==> src/rtl/rv32_pkg.sv <==
// ---------------------------------------------------------------------------
// rv32_pkg
// Shared RV32I register-file definitions used by the write-back front end:
// data/address widths, the write-back request record, the write-port source
// selector and a helper that turns a register address into a one-hot mask.
// ---------------------------------------------------------------------------
package rv32_pkg;

   localparam int XLEN       = 32;
   localparam int REG_ADDR_W = 5;
   localparam int NUM_REGS   = 32;

   localparam logic [REG_ADDR_W-1:0] REG_ZERO = '0;

   typedef struct packed {
      logic [REG_ADDR_W-1:0] rd;
      logic [XLEN-1:0]       data;
   } wb_req_t;

   // Which producer owns the register-file write port in a given cycle.
   typedef enum logic [1:0] {
      SRC_NONE,
      SRC_ALU,
      SRC_FIFO,
      SRC_BYPASS
   } wb_src_e;

   // One-hot mask of a register address; callers gate out x0 themselves.
   function automatic logic [NUM_REGS-1:0] reg_mask(input logic [REG_ADDR_W-1:0] r);
      logic [NUM_REGS-1:0] m;
      m    = '0;
      m[r] = 1'b1;
      return m;
   endfunction

endpackage

==> src/rtl/wb_fifo.sv <==
// ---------------------------------------------------------------------------
// wb_fifo
// Circular FIFO of write-back requests with wrap-around pointers.
// Ports:
//   clk, rst    clock, asynchronous active-high reset (empties the FIFO)
//   push        enqueue push_data (ignored when full)
//   push_data   request to enqueue
//   pop         dequeue the head (ignored when empty)
//   pop_data    current head entry (valid while !empty)
//   full, empty occupancy flags
//   count       number of stored entries, 0..DEPTH
// ---------------------------------------------------------------------------
module wb_fifo
   import rv32_pkg::*;
#(
   parameter int DEPTH = 4
) (
   input  logic                     clk,
   input  logic                     rst,
   input  logic                     push,
   input  wb_req_t                  push_data,
   input  logic                     pop,
   output wb_req_t                  pop_data,
   output logic                     full,
   output logic                     empty,
   output logic [$clog2(DEPTH):0]   count
);

   localparam int AW = $clog2(DEPTH);
   localparam int CW = AW + 1;

   // DEPTH is a power of two, so the pointers wrap on their own.
   logic [AW-1:0] wr_ptr;
   logic [AW-1:0] rd_ptr;
   wb_req_t       mem [DEPTH];
   logic          do_push;
   logic          do_pop;

   assign full     = (count == CW'(DEPTH));
   assign empty    = (count == '0);
   assign do_push  = push && !full;
   assign do_pop   = pop && !empty;
   assign pop_data = mem[rd_ptr];

   always_ff @(posedge clk or posedge rst) begin
      if (rst) begin
         wr_ptr <= '0;
         rd_ptr <= '0;
         count  <= '0;
      end else begin
         if (do_push) wr_ptr <= wr_ptr + 1'b1;
         if (do_pop)  rd_ptr <= rd_ptr + 1'b1;
         case ({do_push, do_pop})
            2'b10:   count <= count + 1'b1;
            2'b01:   count <= count - 1'b1;
            default: count <= count;
         endcase
      end
   end

   // Storage needs no reset: entries are only visible through count.
   always_ff @(posedge clk) begin
      if (do_push) mem[wr_ptr] <= push_data;
   end

endmodule

==> src/rtl/rf_writeback_arbiter.sv <==
// ---------------------------------------------------------------------------
// rf_writeback_arbiter
// Merges ALU results (priority) and buffered LSU results onto the single
// register-file write port, with a starvation guard for the LSU queue and a
// pending-load scoreboard for decode.
// Ports:
//   clk, rst                         clock, asynchronous active-high reset
//   alu_valid/alu_rd/alu_data        single-cycle ALU result
//   alu_stall                        ALU result not taken; core must hold it
//   lsu_valid/lsu_ready/lsu_rd/lsu_data  LSU result handshake
//   ld_issue/ld_rd                   load issued this cycle and its target
//   rs1, rs2 / busy_rs1, busy_rs2    decode sources and their pending status
//   wb_we/wb_rd/wb_data              registered register-file write port
//   q_count                          LSU FIFO occupancy
// ---------------------------------------------------------------------------
module rf_writeback_arbiter
   import rv32_pkg::*;
#(
   parameter int DEPTH        = 4,
   parameter int STARVE_LIMIT = 3
) (
   input  logic                     clk,
   input  logic                     rst,
   input  logic                     alu_valid,
   input  logic [REG_ADDR_W-1:0]    alu_rd,
   input  logic [XLEN-1:0]          alu_data,
   output logic                     alu_stall,
   input  logic                     lsu_valid,
   output logic                     lsu_ready,
   input  logic [REG_ADDR_W-1:0]    lsu_rd,
   input  logic [XLEN-1:0]          lsu_data,
   input  logic                     ld_issue,
   input  logic [REG_ADDR_W-1:0]    ld_rd,
   input  logic [REG_ADDR_W-1:0]    rs1,
   input  logic [REG_ADDR_W-1:0]    rs2,
   output logic                     busy_rs1,
   output logic                     busy_rs2,
   output logic                     wb_we,
   output logic [REG_ADDR_W-1:0]    wb_rd,
   output logic [XLEN-1:0]          wb_data,
   output logic [$clog2(DEPTH):0]   q_count
);

   localparam int SW = $clog2(STARVE_LIMIT + 1);

   logic [SW-1:0]       starve;
   logic [NUM_REGS-1:0] pending;
   logic [NUM_REGS-1:0] set_mask;
   logic [NUM_REGS-1:0] clr_mask;
   logic                fifo_full;
   logic                fifo_empty;
   logic                lsu_take;
   logic                starve_hit;
   logic                push;
   logic                pop;
   wb_req_t             head;
   wb_req_t             lsu_req;
   wb_req_t             grant;
   wb_src_e             src;

   assign lsu_req = '{rd: lsu_rd, data: lsu_data};

   wb_fifo #(.DEPTH(DEPTH)) u_fifo (
      .clk       (clk),
      .rst       (rst),
      .push      (push),
      .push_data (lsu_req),
      .pop       (pop),
      .pop_data  (head),
      .full      (fifo_full),
      .empty     (fifo_empty),
      .count     (q_count)
   );

   // Ready depends only on registered occupancy, never on this cycle's pop.
   assign lsu_ready  = !fifo_full;
   assign lsu_take   = lsu_valid && lsu_ready;
   assign starve_hit = (starve == SW'(STARVE_LIMIT)) && !fifo_empty;
   assign alu_stall  = starve_hit;

   always_comb begin
      src = SRC_NONE;
      if (starve_hit)
         src = SRC_FIFO;
      else if (alu_valid && (alu_rd != REG_ZERO))
         src = SRC_ALU;
      else if (!fifo_empty)
         src = SRC_FIFO;
      else if (lsu_take && (lsu_rd != REG_ZERO))
         src = SRC_BYPASS;
   end

   always_comb begin
      grant = '0;
      case (src)
         SRC_ALU:    grant = '{rd: alu_rd, data: alu_data};
         SRC_FIFO:   grant = head;
         SRC_BYPASS: grant = lsu_req;
         default:    grant = '0;
      endcase
   end

   assign pop = (src == SRC_FIFO);
   // x0 results complete the handshake but are never stored; a bypassed
   // result is written directly and must not also be queued.
   assign push = lsu_take && (lsu_rd != REG_ZERO) && (src != SRC_BYPASS);

   // Counts ALU wins against a waiting head; any pop or an empty queue
   // clears it. It cannot exceed STARVE_LIMIT because starve_hit preempts.
   always_ff @(posedge clk or posedge rst) begin
      if (rst)
         starve <= '0;
      else if (pop || fifo_empty)
         starve <= '0;
      else if (src == SRC_ALU)
         starve <= starve + 1'b1;
   end

   // A new load issue wins over the clear from a completing load.
   always_comb begin
      set_mask = '0;
      clr_mask = '0;
      if (ld_issue && (ld_rd != REG_ZERO))
         set_mask = reg_mask(ld_rd);
      if ((src == SRC_FIFO) || (src == SRC_BYPASS))
         clr_mask = reg_mask(grant.rd);
   end

   always_ff @(posedge clk or posedge rst) begin
      if (rst)
         pending <= '0;
      else
         pending <= (pending & ~clr_mask) | set_mask;
   end

   assign busy_rs1 = (rs1 != REG_ZERO) && pending[rs1];
   assign busy_rs2 = (rs2 != REG_ZERO) && pending[rs2];

   // Address and data hold when no write is granted.
   always_ff @(posedge clk or posedge rst) begin
      if (rst) begin
         wb_we   <= 1'b0;
         wb_rd   <= '0;
         wb_data <= '0;
      end else begin
         wb_we <= (src != SRC_NONE);
         if (src != SRC_NONE) begin
            wb_rd   <= grant.rd;
            wb_data <= grant.data;
         end
      end
   end

endmodule

==> config.mk <==
export PLATFORM = sky130hd
export DESIGN_NAME = rf_writeback_arbiter
export DESIGN_NICKNAME = d
export VERILOG_FILES = /design/src/rtl/rv32_pkg.sv /design/src/rtl/wb_fifo.sv /design/src/rtl/rf_writeback_arbiter.sv
export SDC_FILE = /design/constraint.sdc
export NUM_CORES = 1
export LEC_CHECK = 0
export CAP_MARGIN = 20
export CORE_UTILIZATION = 40
export DETAILED_ROUTE_END_ITERATION = 10
export PLACE_DENSITY = 0.61
export SYNTH_ARGS = -nofsm -noshare
export SYNTH_HDL_FRONTEND = slang
export SYNTH_SLANG_ARGS = --single-unit
==> constraint.sdc <==
create_clock -name clk -period 8.8 [get_ports clk]
set_clock_uncertainty 0.2 [all_clocks]
set_input_delay 1.76 -clock clk [delete_from_list [all_inputs] [get_ports clk]]
set_output_delay 1.76 -clock clk [all_outputs]
set_load 0.05 [all_outputs]
# Word level (Yosys, flattened, before mapping)
# Memories as Yosys holds them, arrays and structs flattened.
# Index checks and enable logic that the tools add are counted.
# word_totals
latch_bits,0
word_cells,76
n_memories,1
output_inout_bits,45
regBits,79
ramBits,148
romBits,0
in_bits,94
# mem_list
name,depth,width,rd,rd_ports_with_merged_regs,wr,line,text
u_fifo.mem,4,37,1,0,1,wb_fifo.sv:35,wb_req_t mem [DEPTH];
# op_classes
eq_ne,8
n_bitwise,3
mul,0
n_reduce_logical,25
n_lt_le_gt_ge,6
n_mux,20
add_sub_neg,5
shifts,0
div,0
# ops
cell,n
37-bit one-hot mux with 3 select lines,1
32-bit 2-to-1 mux,2
32-bit bitwise AND,1
32-bit inverter,1
32-bit bitwise OR,1
5-bit nonzero test,5
5-bit by 6-bit less-than comparator with 1-bit output (second input constant),4
1-bit logical AND,12
2-bit 2-to-1 mux,6
1-bit binary-select mux with 5-bit select,2
1-bit demux with 5-bit select,2
5-bit by 1-bit >= comparator with 1-bit output (second input constant),2
2-bit equality test (second input constant),4
2-bit by 1-bit adder with 2-bit output (second input constant),3
1-bit 2-to-1 mux,6
3-bit one-hot mux with 2 select lines,1
2-bit nonzero test,3
2-bit by 1-bit equality test with 1-bit output (second input constant),2
3-bit by 1-bit adder with 3-bit output (second input constant),1
3-bit equality test (second input constant),1
3-bit logical NOT,1
3-bit by 1-bit subtractor with 3-bit output (second input constant),1
1-bit logical NOT,2
1-bit logical OR,2
2-bit != test (second input constant),1

# Logic depth before layout (Yosys ltp)
# Gate-level depths: netlist of run 1.
# depth
ltp_word,18
mapped_depth,12
ltp_nobuf,11

# Hierarchy
# Synthesis of run 1 repeated with hierarchy kept, for this count alone.
# hier_totals
cells_unflattened,695
hier_area_um2,10102.2
# by_module_without_submodules
mod,seq_area_each_um2,cells_per_inst,area_each_um2,n_inst
wb_fifo,4619.4,231,5759.3,1
rf_writeback_arbiter,1776.7,464,4342.9,1

# Worst setup path after synthesis of run 1
# No wires, ideal clock.
# synth_timing
path_type,input -> output
start,in rs1[0]
end,out busy_rs1
t_arrival_ns,3.565
path_slack_ns,3.275
path_stages,4
path_buffers,1
t_required_ns,6.840
cell_sequence,clkbuf_1 -> mux4_2 -> mux4_2 -> mux2_2
# synth_via
elab_chain_cells,3
word_cells_on_any_way,4
cone_classes,mux: 2; reduce/logical: 2
# synth_lines
element,line,text
"start, declared",rf_writeback_arbiter.sv:34,"input logic [REG_ADDR_W-1:0] rs1,"
1-bit binary-select mux with 5-bit select,rf_writeback_arbiter.sv:136,assign busy_rs1 = (rs1 != REG_ZERO) && pending[rs1];
1-bit 2-to-1 mux (not written as such),rf_writeback_arbiter.sv:136,
1-bit logical AND (*),rf_writeback_arbiter.sv:136,
"end, declared",rf_writeback_arbiter.sv:36,"output logic busy_rs1,"
# Every way passes the cells marked *; elsewhere a longest branch is shown, timed or not. The select of a mux whose other input is x is not followed.

# Worst setup path after layout of run 1
# layout_timing
start,in rs2[0]
end,out busy_rs2
# layout_via
elab_chain_cells,3
word_cells_on_any_way,4
cone_classes,mux: 2; reduce/logical: 2
# layout_lines
element,line,text
"start, declared",rf_writeback_arbiter.sv:35,"input logic [REG_ADDR_W-1:0] rs2,"
1-bit binary-select mux with 5-bit select,rf_writeback_arbiter.sv:137,assign busy_rs2 = (rs2 != REG_ZERO) && pending[rs2];
1-bit 2-to-1 mux (not written as such),rf_writeback_arbiter.sv:137,
1-bit logical AND (*),rf_writeback_arbiter.sv:137,
"end, declared",rf_writeback_arbiter.sv:37,"output logic busy_rs2,"
# Marks and branches as above.

==> impl_metrics.yaml, run 1 <==
power:
  p_per_area_nw_per_um2: 343.4
  p_clk_share_pct: 25.2
  p_leak_nw: 4.300
  p_int_mw: 2.735
  p_comb_share_pct: 35.4
  seqPwrFrac_pct: 39.4
  peakVddDrop_mv: 0.1993
  p_sw_share_pct: 35.15
  p_switching_mw: 1.482
die:
  design.core.area_um2: 23680
  die-area_um2: 24970
  initial_core_util_pct: 41.12
  die-height_um: 158.0
  ioPinCount: 139
  num_rows: 56
  die_x_um: 158.0
yosys:
  syn_area_per_cell_um2: 15.22
  synthTopCellsByArea: "edfxtp_1, dfrtp_1, mux4_2, a22oi_1, nand2_1"
  syn_nets: 741
  synth_top_area_share_pct: 45.64
  synth_enable_flop_cells: 148
  ys.flop_type: "edfxtp_1"
  ys_types: 54
  synth_seq_area_share_pct: 65.68
  async_flop_share_pct: 34.51
  synth_largest_area_cell: "edfxtp_1"
  yosys_warnings: 0
  synth_area_um2: 9738
  ys_ff_latch: 226
  syn_inst: 640
routing:
  initialDrtViolationCount: 354
  postRouteAntennaNets: 0
  wl_mm: 23.70
  route.vias.total: 6299
  drc: 0
  post_drt_wl_per_cell_um: 21.37
  viasPerCell: 5.680
  firstDrtPassIters: 5
timing:
  hold_viol: 0
  fmax_mhz: 153.1
  fin_crit_ns: 6.531
  finalWorstSetupSlack_ns: 2.269
  worst_pin_slew_ns: 1.072
  finalSetupViolCount: 0
  drv_slew: 0
  finalSetupTns_ns: 0
  timing.final.crit_share_pct: 74.21
  rsz0062_at_grt: "false"
  relSlewSlack_pct: 28.37
global_route:
  antenna_found_initial: 2
  grt_use_total_pct: 19.54
  grt_pass1_vias: 6563
  overflow: 0
  grt_max_degree: 79
  grt_pass1_wl_mm: 36.80
clocking:
  cts_resized: 0
  holdBufCountCts: 0
  cts.htree.levels: 1
  insertion_delay_ns: 0.50
  tritoncts: "yes"
  clk_pin_slew_ns: 0.06
  post_cts_buffers: 0
  clock-sinks: 226
  cts_buffers: 24
  clock_path_buffers: 3
  cts_root_buf: "clkbuf_16"
critical_path:
  cp-start-kind: "input port"
  worst_setup_path_end_kind: "output port"
  crit-reg2reg-launch: "u_fifo.count[0]$_DFFE_PP0P_"
  cp.required_ns: 6.84
  criticalPathCategory: "input port to output port"
  rrSetupSlack_ns: 5.13
  rr_worst_depth: 11
  cp_max_fo: 9
  crit-reg2reg-capture: "u_fifo.count[2]$_DFFE_PP0P_"
  cp.arrival_ns: 4.57
worst_hold_path:
  min_to: "starve[0]$_DFFE_PP0P_"
  hold_start: "starve[0]$_DFFE_PP0P_"
  hp-class: "flip-flop to flip-flop"
  holdPathStages: 1
flow_run:
  drv_cap: 0
finish:
  areaGrowthSynthToFinish_pct: 26.12
  register_area_um2: 6399
  multiInputGateArea_um2: 3149
  fin_nets: 873
  stdcell_count: 1109
  num_antenna_cells: 0
  drive_gt1_share_pct: 14.56
  fillers: 2002
place:
  gp_congestion: 0.8748
  place_hpwl_mm: 14.95
  dp.cells: 1063
  portBuffers: 138
  post-place-ws_ns: 2.246
outcome:
  outcome: "finished, final reports clean"
==> power by group through the flow <==
stage	Sequential [mW]	Combinational, mW	Clock, mW
4_1_cts	1.66	1.51	1.08
5_1_grt	1.70	1.60	1.13
3_3_place_gp	1.66	1.47	0
6_report	1.66	1.49	1.06
2_1_floorplan	1.88	0.774	0
3_5_place_dp	1.68	1.50	0
==> worst max path at each step <==
| stage | startpoint | to | slack, ns |
|---|---|---|---|
| 2_1_floorplan | rs1[0] | busy_rs1 | 3.28 |
| 3_3_place_gp | rs2[0] | busy_rs2 | 2.28 |
| 3_5_place_dp | rs2[0] | busy_rs2 | 2.25 |
| 4_1_cts | rs2[0] | busy_rs2 | 2.24 |
| 5_1_grt | rs2[0] | busy_rs2 | 2.13 |
| 6_report | rs2[0] | busy_rs2 | 2.27 |
==> area by class of cell <==
class                   count  share of cell area, %
multi-input cells         367                  25.64
inverters                  10                 0.3158
flip-flops and latches    226                  52.10
well taps                 319                  3.250
clock buffers              37                  5.786
clock inverters             7                  1.090
repair buffers            143                  11.82
==> per-stage QoR <==
stage | hold WS [ns] | power, mW | cell area [µm²] | util [%]
after floorplan | 0.2069 | 2.659 | 9738 | -
after global placement | 0.2160 | 3.138 | 11390 | 48.09
after detailed placement | 0.2426 | 3.181 | 11390 | 48.09
after CTS | 0.2505 | 4.254 | 12230 | 51.66
after global routing | 0.2633 | 4.418 | 12280 | 51.86
final | 0.2439 | 4.218 | 12280 | 51.86
==> layer usage <==
layer | track usage (%) | share of wire (%) | wire (µm) | vias to the layer above
li1 | - | - | - | 2821
met1 | 25.96 | 43 | 10120 | 3224
met2 | 32.41 | 48 | 11310 | 210
met3 | 4.024 | 7.2 | 1710 | 42
met4 | 5.723 | 2.3 | 542 | 2
met5 | 0 | 0.055 | 13 | -
==> cell usage in the layout (no fill, tap or decap), types with 3 or more instances in the layout <==
cell / count
nor3_1: 3
bufinv_16: 4
clkbuf_8: 4
edfxtp_1: 148
o21ai_0: 27
a22oi_1: 32
and2_2: 5
a32o_1: 3
nand2_1: 54
clkinv_2: 3
o31ai_1: 6
nor2_1: 51
nor2b_1: 3
or4_1: 3
dfrtp_1: 76
nand3_1: 6
mux4_2: 54
a21oi_1: 8
xnor2_1: 3
and3_1: 3
nor4_1: 7
o41ai_1: 16
clkbuf_16: 25
xor2_1: 3
ha_1: 6
clkdlybuf4s50_1: 138
o2bb2ai_1: 3
a31oi_1: 32
inv_1: 8
clkbuf_1: 8
buf_4: 3
==> synthesized netlist by cell type (8+ instances only) <==
library cell  count
nor2_1           51
mux4_2           54
a31oi_1          32
dfrtp_1          78
buf_2            10
clkbuf_1         21
o21ai_0          27
a21oi_1           8
nand2_1          54
inv_1            10
o41ai_1          16
a22oi_1          32
edfxtp_1        148
==> registers in the layout, summed over array words and instances, names as in the netlist <==
| signal | cells |
|---|---|
| u_fifo.mem | 148 |
| wb_data | 32 |
| pending | 31 |
| wb_rd | 5 |
| u_fifo.count | 3 |
| starve | 2 |
| u_fifo.rd_ptr | 2 |
| u_fifo.wr_ptr | 2 |
| wb_we | 1 |
==> cell families (layout without fill, tap and decap cells) <==
group / after synthesis / count (layout) / synth area share (%)
AO/OA/AOI/OAI: 143 / 143 / 10.29
XOR/XNOR: 6 / 6 / 0.5397
adder cells (fa/ha/maj): 7 / 7 / 0.9765
buffers and inverters: 47 / 197 / 2.094
flip-flops: 226 / 226 / 65.68
multiplexers: 58 / 58 / 13.09
AND/OR/NAND/NOR: 153 / 153 / 7.324
==> worst max-delay path, cell delays in order <==
cell and delay [ns]:
clkdlybuf4s50_1 0.80, mux4_2 0.56, mux4_2 0.48, mux2_2 0.27, clkdlybuf4s50_1 0.69
Note: power is estimated with default switching activity, not from simulation.
==> run 2: changes to the inputs <==
==> constraint.sdc (replaced) <==
create_clock -name clk -period 6.8 [get_ports clk]
set_clock_uncertainty 0.2 [all_clocks]
set_input_delay 1.36 -clock clk [delete_from_list [all_inputs] [get_ports clk]]
set_output_delay 1.36 -clock clk [all_outputs]
set_load 0.05 [all_outputs]
==> impl_metrics.yaml, run 2 (synthesis gave the netlist of run 1 again) <==
worst_hold_path:
  hp-class: "flip-flop to flip-flop"
  hold_start: "starve[0]$_DFFE_PP0P_"
finish:
  drive_gt1_share_pct: 14.52
  regMostFlops: "u_fifo.mem"
  reg.largest.list: "u_fifo.mem x148, wb_data x32, pending x31"
  largest_register_ffs: 148
  areaGrowthSynthToFinish_pct: 24.98
  final_common_cell: "edfxtp_1"
  final_cell_mix: "edfxtp_1, clkdlybuf4s50_1, dfrtp_1"
  fin_nets: 874
power:
  p_per_area_nw_per_um2: 433.9
  peakVddDrop_mv: 0.2671
  p_leak_nw: 4.247
  total_power_mw: 5.281
outcome:
  outcome: "finished, final reports clean"
global_route:
  antenna_found_initial: 1
  grt_use_total_pct: 19.44
  grt_pass1_vias: 6495
  grt_max_degree: 79
  overflow: 0
  grt_pass1_wl_mm: 36.53
flow_run:
  drv_cap: 0
routing:
  drc: 0
  viasPerCell: 5.656
  wl_mm: 23.52
  postRouteAntennaNets: 0
  route.vias.total: 6290
  post_drt_wl_per_cell_um: 21.15
  initialDrtViolationCount: 422
  firstDrtPassIters: 5
clocking:
  insertion_delay_ns: 0.51
  cts_buffers: 25
  cts_resized: 0
  post_cts_buffers: 0
  clock_path_buffers: 3
  clk_pin_slew_ns: 0.06
  tritoncts: "yes"
  cts_root_buf: "clkbuf_16"
  cts.htree.levels: 1
  clock-sinks: 226
  holdBufCountCts: 0
timing:
  finalSetupViolCount: 0
  relSlewSlack_pct: 27.27
  fin_crit_ns: 5.723
  fmax_mhz: 174.7
  worst_pin_slew_ns: 1.088
  timing.final.crit_share_pct: 84.17
  finalWorstSetupSlack_ns: 1.077
  finalSetupTns_ns: 0
  rsz0062_at_grt: "false"
  hold_viol: 0
  drv_slew: 0
critical_path:
  cp_max_fo: 9
  cp.required_ns: 5.24
  worstSetupStartpoint: "rs1[0]"
  criticalPathCategory: "input port to output port"
  cp-start-kind: "input port"
  cp.arrival_ns: 4.16
  crit-reg2reg-launch: "u_fifo.count[0]$_DFFE_PP0P_"
  worst_setup_path_end_kind: "output port"
die:
  die_x_um: 158.0
  ioPinCount: 139
  die-height_um: 158.0
  num_rows: 56
  die-area_um2: 24970
  initial_core_util_pct: 41.12
  design.core.area_um2: 23680
place:
  place_hpwl_mm: 14.86
  gp_congestion: 0.8721
  portBuffers: 138
  post-place-ws_ns: 1.045
## run 2: critical path: stages
cell	delay (ns)
clkdlybuf4s50_1	0.79
mux4_2	0.57
mux4_2	0.46
mux2_2	0.27
clkdlybuf4s50_1	0.71
## run 2: path summary, 6_finish.rpt
| check | endpoint | slack, ns | cells after the start |
|---|---|---|---|
| setup / recovery | busy_rs1 | 1.08 | 5 |
| hold / removal | starve[0]$_DFFE_PP0P_ | 0.23 | 1 |
| setup reg to reg | u_fifo.count[2]$_DFFE_PP0P_ | 3.16 | 11 |
| hold reg to reg | starve[0]$_DFFE_PP0P_ | 0.23 | 1 |
| max in group asynchronous | u_fifo.rd_ptr[0]$_DFFE_PP0P_ | 4.72 | 4 |
| min in group asynchronous | pending[18]$_DFF_PP0_ | 1.06 | 3 |
## run 2: area by class of cell
class | count | area [µm²]
multi-input combinational | 367 | 3149
clock inverter | 14 | 78.83
timing repair buffer | 143 | 1451
sequential | 226 | 6399
fill | 2041 | 11510
tap | 319 | 399.1
inverter | 10 | 38.79
clock buffer | 32 | 651.9
antenna | 1 | 2.502
## run 2: power by group
group	internal (mW)	total (mW)	switching, mW
clock network	0.679	1.20	0.520
registers	1.88	2.16	0.274
logic	0.789	1.92	1.14
## run 2: metrics by stage
stage / hold WS [ns] / instances / cell area, µm² / util [%]
final: 0.2303 / 1112 / 12170 / 51.39
after global routing: 0.2550 / 1111 / 12170 / 51.38
after CTS: 0.2372 / 1109 / 12120 / 51.18
after detailed placement: 0.2290 / 1063 / 11390 / 48.09
after global placement: 0.2160 / 1063 / 11390 / 48.09
after floorplan: 0.2069 / 640 / 9738 / -
## run 2: per-layer routing
| metal | GRT usage [%] | share of wire [%] | up-vias |
|---|---|---|---|
| met5 | 0 | 0 | - |
| met4 | 5.723 | 2.2 | 0 |
| met3 | 3.066 | 6.7 | 35 |
| met2 | 32.81 | 49 | 257 |
| met1 | 25.98 | 42 | 3164 |
| li1 | - | - | 2834 |
